File: config.mk
export PLATFORM = sky130hd
export DESIGN_NAME = frame_range_estimator
export DESIGN_NICKNAME = d
export VERILOG_FILES = /design/src/rtl/frame_range_estimator.sv
export SDC_FILE = /design/constraint.sdc
export NUM_CORES = 1
export LEC_CHECK = 0
export BUFFER_PORTS_ARGS = -buffer_cell sky130_fd_sc_hd__clkbuf_2
export CORE_MARGIN = 2
export CORE_UTILIZATION = 45
export DETAILED_ROUTE_END_ITERATION = 12
export GPL_ROUTABILITY_DRIVEN = 0
export HOLD_SLACK_MARGIN = 0.12
export SETUP_SLACK_MARGIN = 0.3
export SLEW_MARGIN = 20
export SYNTH_ARGS = -nofsm -noshare
export SYNTH_HDL_FRONTEND = slang
export SYNTH_SLANG_ARGS = --single-unit
export TNS_END_PERCENT = 1
File: constraint.sdc
create_clock -name clk -period 4 [get_ports clk]
set_input_delay 0.2 -clock clk [delete_from_list [all_inputs] [get_ports clk]]
set_output_delay 0.2 -clock clk [all_outputs]
set_load 0.05 [all_outputs]
File: src/rtl/frame_range_estimator.sv
// Per-frame luma min/max tracker feeding the contrast stretch stage; publishes lo/hi/Q8.8 gain.
// Optional temporal smoothing of the measured range: define FRAME_RANGE_SMOOTH_EN.
module frame_range_estimator #(
   parameter int MIN_SPAN = 16,
   parameter int DEF_MIN  = 50,
   parameter int DEF_MAX  = 200,
   parameter int FRAC_W   = 8
) (
   input  logic        clk,
   input  logic        rst_n,
   input  logic        pix_valid,
   input  logic        pix_sof,
   input  logic        pix_eof,
   input  logic [7:0]  pix_data,
   output logic [7:0]  stat_min,
   output logic [7:0]  stat_max,
   output logic [15:0] stat_scale,
   output logic        stat_update,
   output logic        busy,
   output logic        frame_err
);
   localparam logic [15:0] NUM       = 16'(255 << FRAC_W);
   localparam logic [15:0] DEF_SCALE = 16'((255 << FRAC_W) / (DEF_MAX - DEF_MIN));

   typedef enum logic {A_IDLE, A_ACCUM} a_state_t;
   typedef enum logic [1:0] {D_IDLE, D_SPAN, D_DIV, D_PUB} d_state_t;

   a_state_t   a_st, a_nx;
   d_state_t   d_st, d_nx;
   logic [7:0] run_min, run_max, beat_min, beat_max, raw_lo, raw_hi;
   logic       frame_done, proto_err, acc_upd;

   // beat_min/max are the running extremes including the current pixel
   always_comb begin
      a_nx       = a_st;
      frame_done = 1'b0;
      proto_err  = 1'b0;
      acc_upd    = 1'b0;
      beat_min   = (pix_data < run_min) ? pix_data : run_min;
      beat_max   = (pix_data > run_max) ? pix_data : run_max;
      case (a_st)
         A_IDLE:
            if (pix_valid && pix_sof) begin
               acc_upd  = 1'b1;
               beat_min = pix_data;
               beat_max = pix_data;
               if (pix_eof) frame_done = 1'b1;
               else         a_nx = A_ACCUM;
            end
         A_ACCUM:
            if (pix_valid) begin
               acc_upd = 1'b1;
               if (pix_sof) begin
                  proto_err = 1'b1;
                  beat_min  = pix_data;
                  beat_max  = pix_data;
               end
               if (pix_eof) begin
                  frame_done = 1'b1;
                  a_nx       = A_IDLE;
               end
            end
         default: a_nx = A_IDLE;
      endcase
   end

   always_ff @(posedge clk or negedge rst_n) begin
      if (!rst_n) begin
         a_st      <= A_IDLE;
         run_min   <= '0;
         run_max   <= '0;
         raw_lo    <= '0;
         raw_hi    <= '0;
         frame_err <= 1'b0;
      end else begin
         a_st      <= a_nx;
         frame_err <= proto_err | (frame_done && d_st != D_IDLE);
         if (acc_upd) begin
            run_min <= beat_min;
            run_max <= beat_max;
         end
         if (frame_done && d_st == D_IDLE) begin
            raw_lo <= beat_min;
            raw_hi <= beat_max;
         end
      end
   end

   // Range source: raw measurement, or a 3:1 blend with the published range
   logic [7:0] src_lo, src_hi, new_lo, new_hi;
   logic [8:0] diff, lo_plus;
`ifdef FRAME_RANGE_SMOOTH_EN
   assign src_lo = 8'((10'(stat_min) * 10'd3 + 10'(raw_lo)) >> 2);
   assign src_hi = 8'((10'(stat_max) * 10'd3 + 10'(raw_hi)) >> 2);
`else
   assign src_lo = raw_lo;
   assign src_hi = raw_hi;
`endif
   assign diff    = {1'b0, src_hi} - {1'b0, src_lo};
   assign lo_plus = {1'b0, src_lo} + 9'(MIN_SPAN);

   always_comb begin
      new_lo = src_lo;
      new_hi = src_hi;
      if (diff < 9'(MIN_SPAN)) begin
         if (lo_plus <= 9'd255) begin
            new_hi = lo_plus[7:0];
         end else begin
            new_hi = 8'd255;
            new_lo = 8'(255 - MIN_SPAN);
         end
      end
   end

   logic [7:0]  lo, hi, span, rem;
   logic [15:0] num_sr, quo;
   logic [3:0]  cnt;
   logic [8:0]  trial;
   logic        ge;

   assign span  = hi - lo;
   assign trial = {rem, num_sr[15]};
   assign ge    = trial >= {1'b0, span};
   assign busy  = (d_st != D_IDLE);

   always_comb begin
      d_nx = d_st;
      case (d_st)
         D_IDLE:  if (frame_done) d_nx = D_SPAN;
         D_SPAN:  d_nx = D_DIV;
         D_DIV:   if (cnt == 4'd15) d_nx = D_PUB;
         D_PUB:   d_nx = D_IDLE;
         default: d_nx = D_IDLE;
      endcase
   end

   // Outputs load on the same edge that raises stat_update
   always_ff @(posedge clk or negedge rst_n) begin
      if (!rst_n) begin
         d_st        <= D_IDLE;
         lo          <= '0;
         hi          <= '0;
         rem         <= '0;
         num_sr      <= '0;
         quo         <= '0;
         cnt         <= '0;
         stat_min    <= 8'(DEF_MIN);
         stat_max    <= 8'(DEF_MAX);
         stat_scale  <= DEF_SCALE;
         stat_update <= 1'b0;
      end else begin
         d_st        <= d_nx;
         stat_update <= 1'b0;
         case (d_st)
            D_SPAN: begin
               lo     <= new_lo;
               hi     <= new_hi;
               num_sr <= NUM;
               rem    <= '0;
               quo    <= '0;
               cnt    <= '0;
            end
            D_DIV: begin
               rem    <= ge ? 8'(trial - {1'b0, span}) : trial[7:0];
               quo    <= {quo[14:0], ge};
               num_sr <= {num_sr[14:0], 1'b0};
               cnt    <= cnt + 4'd1;
               if (cnt == 4'd15) begin
                  stat_min    <= lo;
                  stat_max    <= hi;
                  stat_scale  <= {quo[14:0], ge};
                  stat_update <= 1'b1;
               end
            end
            default: ;
         endcase
      end
   end
endmodule

==> results of run 1 <==
[stage by stage]
stage	hold slack [ns]	instances	util, %
after global placement	0.287	865	48.6
after CTS	0.133	908	54.1
final	0.148	908	54.1
after detailed placement	0.293	865	48.6
after floorplan	-0.0956	659	-
after global routing	0.158	908	54.1
[worst max path at each step]
stage                      start                 end  slack, ns  cells past startpoint
6_report       lo[1]$_DFFE_PN0N_  rem[0]$_DFFE_PN0P_       0.56                     14
5_1_grt        hi[0]$_DFFE_PN0N_  rem[0]$_DFFE_PN0P_       0.31                     16
3_3_place_gp   hi[0]$_DFFE_PN0N_  rem[0]$_DFFE_PN0P_       0.62                     16
3_5_place_dp   hi[0]$_DFFE_PN0N_  rem[0]$_DFFE_PN0P_       0.51                     16
2_1_floorplan  hi[0]$_DFFE_PN0N_  rem[0]$_DFFE_PN0P_       0.77                     17
4_1_cts        hi[0]$_DFFE_PN0N_  rem[0]$_DFFE_PN0P_       0.49                     16
[layout by cell type (no fill, tap or decap), types with 5 or more instances in the layout]
master / count
nand2_1: 84
dfrtp_1: 108
a31oi_1: 8
xor2_1: 5
xnor2_1: 8
nand3_1: 24
clkbuf_16: 17
buf_4: 8
o22ai_1: 6
clkbuf_8: 5
mux2_2: 17
dfstp_2: 12
o21ai_0: 83
nor3_1: 5
nor2_1: 27
mux2i_1: 26
inv_1: 81
nand4_1: 5
clkbuf_2: 46
ha_1: 43
nand2b_1: 5
a21o_1: 11
a21oi_1: 19
dlygate4sd3_1: 11
[worst max-delay path, delay by kind of cell (launching register included)]
family,cells,cell delay [ns]
flip-flops,1,0.37
adder cells (fa/ha/maj),2,0.59
AND/OR/NAND/NOR,2,0.28
AO/OA/AOI/OAI,9,1.99
buffers and inverters,1,0.12
[kinds of logic (layout without fill, tap and decap cells)]
group | Yosys count | after routing | share of synthesized area, %
compound gates | 159 | 159 | 15.2
simple gates | 170 | 170 | 12.4
flops | 120 | 120 | 47.7
buf+inv | 109 | 178 | 6.61
mux | 43 | 43 | 7.14
xor+xnor | 13 | 13 | 1.80
fa+ha+maj | 45 | 45 | 9.14
[metal layers]
metal | global-route usage (%) | up-vias
li1 | - | 2352
met3 | 5.11 | 33
met4 | 7.40 | 0
met2 | 28.4 | 97
met5 | 0 | -
met1 | 24.4 | 2251
[area by class of cell]
class	count	area, um^2	share of cell area [%]
well taps	180	225	3.01
clock inverters	8	140	1.87
inverters	81	304	4.06
flip-flops and latches	120	3020	40.3
clock buffers	24	502	6.71
multi-input cells	430	2890	38.7
repair buffers	65	400	5.35
[what timing repair did]
item	in CTS	in global routing
hold buffers	11	0
endpoints found under the hold margin	60	0
gates resized for setup	0	2
endpoints found under the setup margin	0	7
[power breakdown]
group	internal, mW	total [mW]	switching (mW)	leakage, nW
combinational	1.16	3.05	1.89	1.82
sequential	1.60	1.88	0.280	1.48
clock	1.12	1.64	0.515	0.320
total	3.88	6.56	2.68	3.62
==> metrics.md, run 1 <==
| Metric | Value |
|---|---|
| Largest area contributor in the netlist | dfrtp_1 |
| Outcome | finished clean |
| Mapped Cells | around 660 |
| Peak VDD IR | 0.000356 V |
| Most frequent cell after synthesis | dfrtp_1 |
| Maximum root-to-sink buffer count | 2 |
| Synth Area per Inst | around 9.6 um^2 |
| Biggest regs | stat_scale (16), quo (15) |
| Lkg Pwr | approximately 3.6 nW |
| #FFs+latches synth | 120 |
| Met1 WL | between 5000 and 6000 um |
| Worst r2r dst | rem[0]$_DFFE_PN0P_ |
| Yosys warns | 0 |
| Final setup fails | 0 |
| Antenna Diode Count | 0 |
| Gr ovfl total | 0 |
| Net Count, Synth | 717 |
| Final Hold Fails | 0 |
| Synth top area share | a little over two fifths |
| Synth-to-Final Area Change | 18.3% |
| IO Count | 48 |
| Total Power | around 6.6 mW |
| Total die area | about 0.015 mm^2 |
| Critical path's most frequent cell | o21ai_0 |
| Layout net count | between 700 and 800 |
| Std-Cell Rows | 43 |
| Synth top cells by count | 108 x dfrtp_1, 84 x nand2_1, 83 x o21ai_0, 81 x inv_1, 43 x ha_1 |
| Worst Path Arrival | between 3 and 4 ns |
| Post-DRT Antenna Nets | 0 |
| Hold EP | run_max[2]$_DFFE_PN0N_ |
| Mapped Area | ~0.0063 mm^2 |
| R2R Setup Slk | about 0.56 ns |
| Initial DRC count | 285 |
| Final instance area | ~0.0075 mm^2 |
| Placed Area | between 0.006 and 0.007 mm^2 |
| Measured slew at the worst slew-check pin | a little under 0.9 ns |
| Max-cap violations | 0 |
| Hold Path Depth | 2 |
| Met2 wire length | slightly below 6000 um |
| Slowest stage delay, CP | ~0.42 ns |
| Setup slack at placement | just over 0.5 ns |
| Most area-consuming cells after synthesis | dfrtp_1 43%, ha_1 8.5%, o21ai_0 6.6%, dfstp_2 5.0%, nand2_1 5.0% |
| EDFF count, synth | 0 |
| Slowest cell on the critical path | a2111o_1 |
| Routed vias/inst | around 5.2 |
| Drt drc | 0 |
| Biggest register | stat_scale |
| RR Startpoint | lo[1]$_DFFE_PN0N_ |
| Top Metal Used | met4 |
| Dpl hpwl | around 9000 um |
| Port Buffers | 47 |
| CP startpoint kind | flip-flop |
| Slew Limit Fails | 0 |
| Initial Util | between 40% and 50% |
| R2R depth | 14 |
| Slew headroom | between 40 and 50% |
| Core Box Area | approximately 0.014 mm^2 |
| Vias in the first global route | ~4.6k |
| Antenna violations before repair | 0 |
| H-Tree Level Count | 4 |
| PwrDens | around 880 mW/mm^2 |
| Number of flip-flops in the largest register | 16 |
| Async set-reset flop share out of synthesis | 100% |
| Fillers | 1210 |
| Via count | 4733 |
| WL final | ~13000 um |
| Crit share post-route | between 80% and 90% |
| Pre-antenna DRT Iters | 5 |
| Die Span X | roughly 120 um |
| Worst Hold Launch | pix_data[2] |
| WL per Instance | 14.0 um |
| Routed wl met3 | 477 um |
| RSZ-0062 raised after global routing | no |
| Clk_skew | around 0.0064 ns |
| Post-synth cell types | 55 |
| Top FF cell, synth | dfrtp_1 |
| Setup Fix Bufs, Post-CTS | 0 |
| Largest net degree at the start of global routing | 63 |
| CTS buffer count | 17 |
| Worst EP required | 4.33 ns |
| Die Height | 123 um |
| Root buf cell | clkbuf_16 |
| Crit path max fanout | 9 |
| Share of layout cells above drive strength 1 | ~18% |
| CP Cell Sequence | inv_1 -> ha_1 -> nor2b_1 -> o21ai_0 -> a21oi_1 -> nand2b_1 -> ha_1 -> a21o_1 -> a21oi_1 -> o21ai_0 -> a31o_2 -> a21o_2 -> a2111o_1 -> o21ai_0 |
| Global-route wire length before repair | between 20000 and 25000 um |
| Fin crit period | ~3.4 ns |
| Clk slew on worst S/H paths | 0.05 ns |
| Worst skew pair latency | 0.41 ns |
| GRT Total Usage | ~18% |
| Worst Hold Class | input port to flip-flop |
| Register area share after synthesis | between 40% and 50% |
| CP Class | flip-flop to flip-flop |
| CTS tree | done |
| Setup tns final | 0 ns |
| Highest clock rate | between 0.2 and 0.3 GHz |
| Sink Count | 120 |
| Setup ws final | between 0.5 and 0.6 ns |
| Crit path capture type | flip-flop |
Power figures use the tool's default switching activity.
==> run 2: changes to the inputs <==
REMOVE_ABC_BUFFERS = 1   (was not set)
==> run 2 against run 1 <==
  * First-iteration DRC count grew 9.1%
  * Sequential share of layout area grew 0.15 points
  * Count of clock-buffer cells in the layout unchanged
  * Register-to-register slack worse by 0.05 ns
  * Sequential power is essentially flat
  * Worst setup slack worse by 0.048 ns
  * Via count decreased by 2.4%
  * Combinational power fell by 2%
  * Non-clock buffer count up 1
  * Clock power shrank 5%
  * Critical path type unchanged
  * Largest cell class unchanged
  * Highest routed layer unchanged
==> metrics.md, run 2 (synthesized netlist as in run 1, its figures left out) <==
| Metric | Value |
|---|---|
| Initial DRC count | 311 (+9.1%) |
| Crit path max fanout | 9 (unchanged) |
| Die Span X | 123 um (unchanged) |
| Fin crit period | 3.48 ns (+0.0476 ns) |
| Maximum root-to-sink buffer count | 2 (unchanged) |
| Initial Util | 45.7% (unchanged) |
| Global-route wire length before repair | 21400 um (-1.2%) |
| Sink Count | 120 (unchanged) |
| Vias in the first global route | 4479 (-2.6%) |
| Pre-antenna DRT Iters | 4 (-1) |
| WL final | 12300 um (-3.0%) |
| GRT Total Usage | 18.2% (-0.20 points) |
| Most common cell after layout, fill and taps aside | dfrtp_1 |
| Cell Int Power | 3.79 mW (-2.3%) |
| Layout net count | 774 (+0.13%) |
| Slew Limit Fails | 0 (unchanged) |
| Worst EP required | 4.34 ns (about the same) |
| Number of flip-flops in the largest register | 16 (unchanged) |
| Total die area | 0.0150 mm^2 (unchanged) |
| Seq pwr share | 29.2% (+0.6 points) |
| Dpl hpwl | 8910 um (-1.5%) |
| Core Box Area | 0.0138 mm^2 (unchanged) |
| PwrDens | 862 mW/mm^2 (-1.8%) |
| Crit path capture type | flip-flop |
| Peak VDD IR | 0.000440 V (+24%) |
| Synth-to-Final Area Change | 17.9% |
| CP startpoint kind | flip-flop |
| Placed Area | 0.00673 mm^2 (unchanged) |
| Total Power | 6.42 mW (-2.1%) |
| Slew headroom | 39.3% (-1.9 points) |
| Outcome | finished clean |
| Drt drc | 0 (unchanged) |
| Antenna Diode Count | 0 (unchanged) |
| Worst skew pair latency | 0.42 ns (about the same) |
| H-Tree Level Count | 4 (unchanged) |
| Antenna violations before repair | 0 (unchanged) |
| Routed vias/inst | 5.08 (-2.5%) |
| Post-layout util | 53.9% (-0.20 points) |
| Crit share post-route | 87.1% (+1.2 points) |
| Measured slew at the worst slew-check pin | 0.906 ns (+0.0283 ns) |
| CTS tree | done |
| Clk pwr share | 24.2% (-0.7 points) |
| RSZ-0062 raised after global routing | no |
| Gr ovfl total | 0 (unchanged) |
| Largest net degree at the start of global routing | 63 (unchanged) |
| Final Hold Fails | 0 (unchanged) |
| Root buf cell | clkbuf_16 |
| Final setup fails | 0 (unchanged) |
| Max-cap violations | 0 (unchanged) |
| CTS buffer count | 17 (unchanged) |
| Clk_skew | 0.0136 ns (+0.00720 ns) |
| WL per Instance | 13.5 um (-3.1%) |
| Via count | 4619 (-2.4%) |
| Biggest regs | stat_scale (16), quo (15) |
| Die Height | 123 um (unchanged) |
| Port Buffers | 47 (unchanged) |
| Lkg Pwr | 3.60 nW (-0.37%) |
| Highest clock rate | 0.287 GHz (-1.4%) |
| Post-DRT Antenna Nets | 0 (unchanged) |
| Share of layout cells above drive strength 1 | 17.3% (-0.44 points) |
| Switching share of power | 41.0% (+0.075 points) |
| Logic pwr share | 46.6% (+0.2 points) |
| Setup slack at placement | 0.521 ns (+0.0106 ns) |
| Worst Path Arrival | 3.82 ns (+0.05 ns) |
| Switching power | 2.63 mW (-2.0%) |
| Setup tns final | 0 ns (unchanged) |
| IO Count | 48 (unchanged) |
| Std-Cell Rows | 43 (unchanged) |
| Final instance area | 0.00745 mm^2 (-0.37%) |
| Clk slew on worst S/H paths | 0.06 ns (about the same) |
| Most frequent cells in the layout | 108 x dfrtp_1, 84 x nand2_1, 83 x o21ai_0, 81 x inv_1, 46 x clkbuf_2 |
| Biggest register | stat_scale |
| Setup ws final | 0.516 ns (-0.0476 ns) |
| CP Class | flip-flop to flip-flop |
| Worst Hold Class | input port to flip-flop |
==> run 2: stage by stage <==
| step | hold slack, ns | cells |
|---|---|---|
| finish | 0.181 | 909 |
| global placement | 0.205 | 865 |
| global route | 0.185 | 909 |
| CTS | 0.158 | 909 |
| floorplan | -0.0956 | 631 |
| detailed placement | 0.215 | 865 |
==> run 2: metal layers <==
layer / vias up / routed length [um] / share of wire, % / global-route usage [%]
met3: 11 / 451 / 3.7 / 5.07
met5: - / 0 / 0 / 0
met4: 0 / 167 / 1.4 / 5.96
met1: 2182 / 6020 / 49 / 24.6
li1: 2359 / - / - / -
met2: 67 / 5680 / 46 / 28.2
==> run 2: path summary, 6_finish.rpt <==
kind	from	depth (start not counted)	endpoint	slack (ns)
setup / recovery	hi[0]$_DFFE_PN0N_	16	rem[0]$_DFFE_PN0P_	0.52
hold / removal	pix_sof	4	frame_err$_DFF_PN0_	0.18
setup reg to reg	hi[0]$_DFFE_PN0N_	16	rem[0]$_DFFE_PN0P_	0.52
hold reg to reg	stat_max[3]$_DFFE_PN1P_	2	stat_max[3]$_DFFE_PN1P_	0.46
max in group asynchronous	rst_n	3	stat_max[7]$_DFFE_PN1P_	2.76
min in group asynchronous	rst_n	2	quo[6]$_DFFE_PN0P_	0.30
==> run 2: what timing repair did <==
item | 4_1_cts | 5_1_grt
hold buffers | 12 | 0
resized for setup | 0 | 0
buffers inserted | 0 | 0
hold endpoints to repair | 54 | 0
==> run 2: critical path: stages (launching register included) <==
cell	delay, ns
dfrtp_1	0.37
inv_1	0.07
ha_1	0.16
inv_1	0.05
fa_1	0.40
nand2_1	0.08
nand2_1	0.05
a21oi_1	0.24
o21bai_1	0.10
a21oi_1	0.18
xor2_1	0.18
ha_1	0.29
a21o_1	0.17
a31o_2	0.24
a21o_1	0.32
a2111o_1	0.45
o21ai_0	0.07
==> run 2: final cells by class <==
type                    instances  area [um^2]
clock buffers                  24          492
clock inverters                 8          118
fillers                      1263         6370
inverters                      81          304
multi-input cells             430         2890
flip-flops and latches        120         3020
well taps                     180          225
repair buffers                 66          410
==> run 2: power by group through the flow <==
stage,Combinational [mW],Sequential [mW],Clock [mW]
6_report,2.99,1.87,1.56
5_1_grt,3.37,1.92,1.65
4_1_cts,3.02,1.88,1.59
3_5_place_dp,2.99,1.90,0
3_3_place_gp,2.91,1.88,0
2_1_floorplan,2.08,2.10,0
